[src/rtl/strobe_data_tx.sv]
// Strobe-qualified parallel transmitter: launches a word, waits SETUP_CYC, strobes for HOLD_CYC, then idles GAP_CYC.
// Optional tx_parity output (even parity of the launched word) when STROBE_TX_PARITY_EN is defined.
module strobe_data_tx #(
    parameter int DATA_W    = 8,
    parameter int SETUP_CYC = 2,
    parameter int HOLD_CYC  = 2,
    parameter int GAP_CYC   = 1
) (
    input  logic              clk,
    input  logic              rst,
    input  logic              in_valid,
    output logic              in_ready,
    input  logic [DATA_W-1:0] in_data,
    output logic [DATA_W-1:0] tx_data,
    output logic              tx_strobe,
    output logic              busy,
    output logic              done
`ifdef STROBE_TX_PARITY_EN
    ,
    output logic              tx_parity
`endif
);

    localparam int MAX_AB  = (SETUP_CYC > HOLD_CYC) ? SETUP_CYC : HOLD_CYC;
    localparam int MAX_CYC = (MAX_AB > GAP_CYC) ? MAX_AB : GAP_CYC;
    localparam int CNT_W   = (MAX_CYC > 1) ? $clog2(MAX_CYC) : 1;

    localparam logic [CNT_W-1:0] SETUP_LD = CNT_W'((SETUP_CYC > 0) ? SETUP_CYC - 1 : 0);
    localparam logic [CNT_W-1:0] HOLD_LD  = CNT_W'((HOLD_CYC > 0) ? HOLD_CYC - 1 : 0);
    localparam logic [CNT_W-1:0] GAP_LD   = CNT_W'((GAP_CYC > 0) ? GAP_CYC - 1 : 0);

    if (SETUP_CYC < 1) begin : g_bad_setup
        $error("strobe_data_tx: SETUP_CYC must be >= 1");
    end
    if (HOLD_CYC < 1) begin : g_bad_hold
        $error("strobe_data_tx: HOLD_CYC must be >= 1");
    end

    typedef enum logic [1:0] {
        S_IDLE,
        S_SETUP,
        S_STROBE,
        S_GAP
    } state_t;

    state_t              r_state;
    state_t              w_state_nxt;
    logic [CNT_W-1:0]    r_cnt;
    logic [CNT_W-1:0]    w_cnt_nxt;
    logic [DATA_W-1:0]   r_tx_data;
    logic [DATA_W-1:0]   w_data_nxt;
    logic                r_tx_strobe;
    logic                w_strobe_nxt;
    logic                r_done;
    logic                w_done_nxt;
    logic                w_cnt_zero;

    assign w_cnt_zero = (r_cnt == '0);

    always_ff @(posedge clk) begin
        if (rst) begin
            r_state     <= S_IDLE;
            r_cnt       <= '0;
            r_tx_data   <= '0;
            r_tx_strobe <= 1'b0;
            r_done      <= 1'b0;
        end else begin
            r_state     <= w_state_nxt;
            r_cnt       <= w_cnt_nxt;
            r_tx_data   <= w_data_nxt;
            r_tx_strobe <= w_strobe_nxt;
            r_done      <= w_done_nxt;
        end
    end

    always_comb begin
        w_state_nxt  = r_state;
        w_cnt_nxt    = r_cnt;
        w_data_nxt   = r_tx_data;
        w_strobe_nxt = r_tx_strobe;
        w_done_nxt   = 1'b0;
        case (r_state)
            S_IDLE: begin
                if (in_valid) begin
                    w_data_nxt  = in_data;
                    w_cnt_nxt   = SETUP_LD;
                    w_state_nxt = S_SETUP;
                end
            end
            S_SETUP: begin
                if (w_cnt_zero) begin
                    w_strobe_nxt = 1'b1;
                    w_cnt_nxt    = HOLD_LD;
                    w_state_nxt  = S_STROBE;
                end else begin
                    w_cnt_nxt = r_cnt - CNT_W'(1);
                end
            end
            S_STROBE: begin
                if (w_cnt_zero) begin
                    w_strobe_nxt = 1'b0;
                    w_done_nxt   = 1'b1;
                    // With no gap the block re-arms directly from the strobe's falling edge.
                    if (GAP_CYC > 0) begin
                        w_cnt_nxt   = GAP_LD;
                        w_state_nxt = S_GAP;
                    end else begin
                        w_state_nxt = S_IDLE;
                    end
                end else begin
                    w_cnt_nxt = r_cnt - CNT_W'(1);
                end
            end
            S_GAP: begin
                if (w_cnt_zero) begin
                    w_state_nxt = S_IDLE;
                end else begin
                    w_cnt_nxt = r_cnt - CNT_W'(1);
                end
            end
            default: begin
                w_state_nxt = S_IDLE;
            end
        endcase
    end

`ifdef STROBE_TX_PARITY_EN
    logic r_tx_parity;

    always_ff @(posedge clk) begin
        if (rst) begin
            r_tx_parity <= 1'b0;
        end else if ((r_state == S_IDLE) && in_valid) begin
            r_tx_parity <= ^in_data;
        end
    end

    assign tx_parity = r_tx_parity;
`endif

    // Gated by rst so upstream never sees ready while the block is held in reset.
    assign in_ready  = (r_state == S_IDLE) && !rst;
    assign busy      = (r_state != S_IDLE);
    assign tx_data   = r_tx_data;
    assign tx_strobe = r_tx_strobe;
    assign done      = r_done;

endmodule

[config.mk]
export PLATFORM = sky130hd
export DESIGN_NAME = strobe_data_tx
export DESIGN_NICKNAME = d
export VERILOG_FILES = /design/src/rtl/strobe_data_tx.sv
export SDC_FILE = /design/constraint.sdc
export NUM_CORES = 1
export LEC_CHECK = 0
export ABC_AREA = 0
export BUFFER_PORTS_ARGS = -buffer_cell sky130_fd_sc_hd__buf_2
export CORE_AREA = 2 2 39 41
export DETAILED_ROUTE_END_ITERATION = 16
export DIE_AREA = 0 0 41 43
export PLACE_DENSITY = 0.72
export SYNTH_ARGS = -nofsm -noshare
export SYNTH_HDL_FRONTEND = slang
export SYNTH_SLANG_ARGS = --single-unit
[constraint.sdc]
create_clock -name clk -period 5.3 [get_ports clk]
set_clock_uncertainty 0.2 [all_clocks]
set_input_delay 1.06 -clock clk [delete_from_list [all_inputs] [get_ports clk]]
set_output_delay 1.06 -clock clk [all_outputs]
set_load 0.005 [all_outputs]
# Word-level counts from Yosys, hierarchy flattened
# Index checks and enable logic that the tools add are counted.
# op_classes
reduce_logical,10
n_addsub,1
eq_ne,7
n_mux,13
bitwise,1
# ops
op,n
2-to-1 mux 2 bit,4
"!= test 2 bit, second input constant",4
case mux 2 bit (4 select lines),1
2-to-1 mux 1 bit,6
"equality test 2 bit, second input constant",2
AND reduction 4 bit,1
nonzero test 2 bit,2
OR reduction 2 bit,2
case mux 1 bit (3 select lines),1
AND reduction 3 bit,1
"equality test 2 x 1 -> 1 bit, second input constant",1
logical NOT 2 bit,1
case mux 1 bit (2 select lines),1
AND reduction 2 bit,1
logical AND 1 bit,1
logical NOT 1 bit,1
inverter 1 bit,1
"subtractor 1 bit, second input constant",1
# totals
elab_cells,37
out_inout_bits,12
reg_bits,13

# Longest topological paths before layout
# Gate-level depths: netlist of run 1.
# logic_depth
ltp_word,3
ltp_mapped,6

# Least setup slack after synthesis of run 1
# No wires, ideal clock.
# synth_path
path_kind,input-to-output
start,input rst
end,output in_ready
arrival_time_ns,1.390
setup_slack_ns,2.650
path_buffers,1
stages,2
path_cell_list,clkbuf_1 nor2_1
# synth_via
elab_chain_cells,2
# synth_rtl
element,line_no,rtl
from (decl),10,"input logic rst,"
logical NOT 1 bit,142,assign in_ready = (r_state == S_IDLE) && !rst;
logical AND 1 bit,142,
to (decl),12,"output logic in_ready,"
# Every way passes these cells.

# Worst setup path after layout of run 1
# Same ends and word-level chain as after synthesis.

==> results of run 1 <==
==> metrics by stage <==
step	setup WS [ns]	util	cells
6_report	2.53	0.523	106
3_5_place_dp	2.53	0.504	102
2_1_floorplan	2.65	-	67
3_3_place_gp	2.54	0.504	102
5_1_grt	2.44	0.523	106
4_1_cts	2.53	0.523	106
==> layer usage <==
| layer | track usage | routed length, µm | vias up |
|---|---|---|---|
| met5 | 0 | 0 | - |
| met4 | 0.0600 | 0 | 0 |
| met3 | 0.0524 | 85 | 0 |
| met2 | 0.206 | 547 | 18 |
| met1 | 0.182 | 507 | 240 |
| li1 | - | - | 276 |
==> registers in the layout, summed over array words and instances, names as in the netlist <==
register,count
tx_strobe,1
r_cnt,1
done,1
r_state,2
tx_data,8
==> area by class of cell <==
class                           count  area, µm²
Clock buffer                        4       26.3
Inverter                            4       15.0
Sequential cell                    13        260
Tap cell                           16       20.0
Fill cell                         150        661
Multi-Input combinational cell     47        292
Timing Repair Buffer               22        110
==> logic make-up after synthesis <==
group,Yosys count,share of synthesized area
compound gates,15,0.152
fa+ha+maj,6,0.129
buf+inv,7,0.0536
flops,13,0.446
simple gates,26,0.219
==> cell usage in the layout, fill, tap and decap left out <==
master,count
o31a_1,1
o31ai_1,2
nor2_1,4
a211oi_1,2
or3_2,1
nor3b_1,1
inv_1,4
clkbuf_4,3
or4_1,1
ha_1,6
dfxtp_1,13
nand3_1,8
o21ai_0,1
a21oi_1,9
clkbuf_1,1
buf_2,22
or4b_1,1
nor2b_1,1
nand2_1,9
==> path summary, 6_finish.rpt <==
kind	start	endpoint	slack, ns	depth (start not counted)
max	rst	in_ready	2.53	3
min	tx_data[3]	tx_data[3]	0.25	2
max reg2reg	r_state[0]	r_state[0]	3.36	5
min reg2reg	tx_data[3]	tx_data[3]	0.25	2
==> Yosys cell counts <==
cell type	count	area [µm²]
nor2_1	4	15.0
inv_1	4	15.0
ha_1	6	75.1
or3_2	1	7.51
o31a_1	1	8.76
dfxtp_1	13	260
nor3b_1	1	7.51
o31ai_1	2	15.0
a211oi_1	2	15.0
a21oi_1	9	45.0
nor2b_1	1	6.26
o21ai_0	1	5.00
clkbuf_1	1	3.75
or4_1	1	7.51
buf_2	1	5.00
nand2_1	9	33.8
nand3_1	8	40.0
buf_4	1	7.51
or4b_1	1	10.0
==> tightest hold or removal path, delay by kind of cell, from the launching register on <==
kind	cells	cell delay, ns
flops	1	0.31
compound gates	1	0.05
simple gates	1	0.05
==> report_power, final <==
group	total, µW	internal [µW]	switching (µW)
clock	61.2	29.1	32.0
combinational	151	66.5	84.6
sequential	141	124	16.3
total	353	220	133
==> run summary, run 1 <==
Antenna violations before repair = 0
Number of vias after detailed routing = 534
Flip-flop and latch count after synthesis = 13
Die Span X = 41 µm
Kind of critical path = primary input to output port
Path type of the worst min-delay path = flop to flop
Kind of start point of the critical path = primary input
Std-Cell Rows = 14
Die span in y = 43 µm
Final-report setup violation count = 0
Total nets after synthesis = 84
Vias per cell = 5.04
Average instance area after synthesis = 8.70 µm²
Inserted Clock Buffers = 3
Number of instances in the synthesized netlist = 67
Antenna viol nets, final = 0
Die Footprint = 1760 µm²
Area of all placed cells without fillers = 723 µm²
I/O Pins = 23
Post-route clock period utilization = 0.523
Count of hold-fix buffers inserted at cts = 0
Unrepaired setup endpoints after global routing = no
Max clock buf depth = 2
Worst-path maximum fanout = 16
List of cells traversed by the critical path = buf_2 -> nor2_1 -> buf_2
Maximum cell stage delay along the critical path = 0.26 ns
Total track usage = 0.142
Max Slew Vio Count = 0
Crit path arrival time = 1.51 ns
DP Wirelength = 877 µm
Final-layout setup total negative slack = 0 ns
Gates resized, CTS repair = 0
Post-DR wirelength/cell = 10.8 µm
Critical path required time = 4.04 ns
Share of layout cells above drive strength 1 = 0.289
Crit end category = output port
Layout area overhead = 24.0%
Sequential area share after synthesis = 0.446
Final-layout worst hold slack = 0.251 ns
Shortest period the worst path allows = 2.77 ns
CTS root buf = clkbuf_4
Result of the run = finished, final reports clean
Core Box Area = 1380 µm²
Overall Power = 353 µW
Number of hold violations in the final report = 0
DRC Markers = 0
Leakage dissipation = 0.000342 µW
Slowest cell on crit path = buf_2
Worst max-slew margin expressed relative to the limit = 0.762
Peak supply drop = 239 µV
Post-CTS repair timing setup buffer count = 0
Clock tree from TritonCTS = yes
First-pass detailed-route iteration total = 4
Net count of the finished layout = 108
Total power density per cell area = 488 nW/µm²
CTS clock-pin slew for the worst setup and hold paths = 0.08 ns
Post-synth design cell area = 583 µm²
Synth unique cells = 19
Family with the most delay on the worst path = buffers and inverters
Antenna Diode Count = 0
Starting Density = 0.421
Most Frequent Cell on Critical Path = buf_2
Instance area at placement = 697 µm²
FMAX = 361 MHz
Clk sinks = 13
Clock latency on the worst-skew pair = 0.27 ns
Pin count of the biggest net entering global routing = 17
First-pass GRT wire length = 1690 µm
Htree depth = 1
Critical path buffers and inverters = 2
Warnings from Yosys = 0
Port Buffer Count = 22
Number of global-route vias before repair = 423
Pin slew with the least headroom to its limit = 0.357 ns
Total congestion overflow after global routing = 0
Final WL = 1140 µm
Number of maximum-capacitance violations = 0
Weighted congestion reported at the end of routability-driven placement = 0.753
Iter 0 DRT Violations = 6
Power figures use the tool's default switching activity.
==> run 2: changes to the inputs <==
- clock period: 5.3 -> 2.85 ns (I/O delays scaled with it)
==> run 2 against run 1 <==
  * First-iteration DRC count up 50%
  * Highest routed layer is now met4
  * Sequential cell count stayed put
  * Largest power group unchanged
  * Hold slack gained 0.00087 ns
  * Register-to-register slack lost 2.4 ns
  * Setup slack got worse by 1.9 ns
  * Power is 87% higher
  * Sequential share of layout area unchanged
  * Final cell count stayed put
  * Final area stayed put
  * Non-clock buffer count did not move
  * Utilization is the same
  * Via count is 2.1% lower
==> run summary, run 2 (synthesis results as in run 1) <==
Vias per cell = 4.93
Die Footprint = 1760 µm²
Number of fill cells in the layout = 144
Final-report setup violation count = 0
Final WL = 1120 µm
Die Span X = 41 µm
Pin count of the biggest net entering global routing = 17
Clock latency on the worst-skew pair = 0.27 ns
Die span in y = 43 µm
Core Box Area = 1380 µm²
DP Wirelength = 826 µm
Total track usage = 0.140
Inserted Clock Buffers = 3
Leakage dissipation = 0.000342 µW
Number of hold violations in the final report = 0
Total power density per cell area = 912 nW/µm²
Sw Share = 0.377
Count of hold-fix buffers inserted at cts = 0
Weighted congestion reported at the end of routability-driven placement = 0.837
Worst max-slew margin expressed relative to the limit = 0.760
Peak supply drop = 536 µV
I/O Pins = 23
Pin slew with the least headroom to its limit = 0.361 ns
Starting Density = 0.421
Internal power summed over all cells = 411 µW
Port Buffer Count = 22
List of cells traversed by the critical path = inv_1 -> ha_1 -> inv_1 -> nor2_1 -> buf_2
Max reg flops = 8
DRC Markers = 0
CTS root buf = clkbuf_4
Worst slack, placed = 0.931 ns
Part of the power in registers = 0.397
Most frequent standard cell in the layout excluding fill and tap cells = buf_2
Proportion of power drawn by combinational gates = 0.433
Clock tree from TritonCTS = yes
Gates resized, CTS repair = 0
Unrepaired setup endpoints after global routing = no
Number of vias after detailed routing = 523
Clk sinks = 13
Share of layout cells above drive strength 1 = 0.289
Net count of the finished layout = 108
Kind of start point of the critical path = flop
Post-route clock period utilization = 0.777
Highest-count cells in the layout ignoring fill and taps = buf_2 (22), dfxtp_1 (13), nand2_1 (9), a21oi_1 (9), nand3_1 (8)
Antenna violations before repair = 0
Std-Cell Rows = 14
Total congestion overflow after global routing = 0
Crit end category = output port
Max clock buf depth = 2
Most Frequent Cell on Critical Path = inv_1
Layout area overhead = 24.0%
Path type of the worst min-delay path = flop to flop
Max Slew Vio Count = 0
First-pass GRT wire length = 1620 µm
Antenna viol nets, final = 0
Worst-path maximum fanout = 11
Maximum cell stage delay along the critical path = 0.40 ns
Iter 0 DRT Violations = 9
Number of global-route vias before repair = 409
CTS clock-pin slew for the worst setup and hold paths = 0.08 ns
Final-layout setup total negative slack = 0 ns
Crit path arrival time = 1.45 ns
Antenna Diode Count = 0
Kind of critical path = flop to output port
Critical path required time = 2.08 ns
Result of the run = finished, final reports clean
First-pass detailed-route iteration total = 2
Final setup margin = 0.635 ns
Post-DR wirelength/cell = 10.6 µm
Number of maximum-capacitance violations = 0
Post-CTS repair timing setup buffer count = 0
Slowest cell on crit path = ha_1
Shortest period the worst path allows = 2.22 ns
Switching power summed over all nets = 249 µW
Htree depth = 1
Relative contribution of the clock network to total power = 0.170
FMAX = 451 MHz
[run 2: cell counts in the layout (fill, tap and decap cells not counted)]
No cell type changed its count.
[run 2: per-stage QoR]
step           std cells   util  hold slack (ns)  total power, µW  area, µm²
3_5_place_dp         102  0.504            0.245              549        697
4_1_cts              106  0.523            0.256              665        723
2_1_floorplan         67      -            0.248              462        583
6_report             106  0.523            0.252              660        723
3_3_place_gp         102  0.504            0.239              545        697
5_1_grt              106  0.523            0.284              728        723
[run 2: layer usage]
metal  global-route usage  vias up  wire length (µm)
li1                     -      278                 -
met1                0.177      225               545
met2                0.200       18               486
met3               0.0471        2                77
met4               0.0800        0                14
met5                    0        -                 0
[run 2: final timing paths]
kind / from / end / slack, ns / cells after the start
hold / removal: tx_data[5] / tx_data[5] / 0.25 / 2
setup / recovery: r_state[0] / in_ready / 0.63 / 5
hold reg to reg: tx_data[5] / tx_data[5] / 0.25 / 2
setup reg to reg: r_state[1] / r_state[1] / 0.92 / 5
[run 2: power by group through the flow]
stage / Sequential, µW / Combinational (µW) / Clock, µW
floorplan: 266 / 195 / 0
global placement: 264 / 280 / 0
detailed placement: 266 / 282 / 0
CTS: 263 / 285 / 117
global route: 270 / 328 / 129
finish: 262 / 285 / 112
[run 2: critical path: cells and delay by family, from the launching register on]
family / cells / cell delay [ns]
simple gates: 1 / 0.10
buf+inv: 3 / 0.34
fa+ha+maj: 1 / 0.40
flops: 1 / 0.33
[run 2: layout make-up]
class	instances	area, µm²	share of cell area
clock buffer	4	26.3	0.0363
inverter	4	15.0	0.0208
multi-input combinational	47	292	0.403
sequential	13	260	0.360
tap	16	20.0	0.0277
timing repair buffer	22	110	0.152
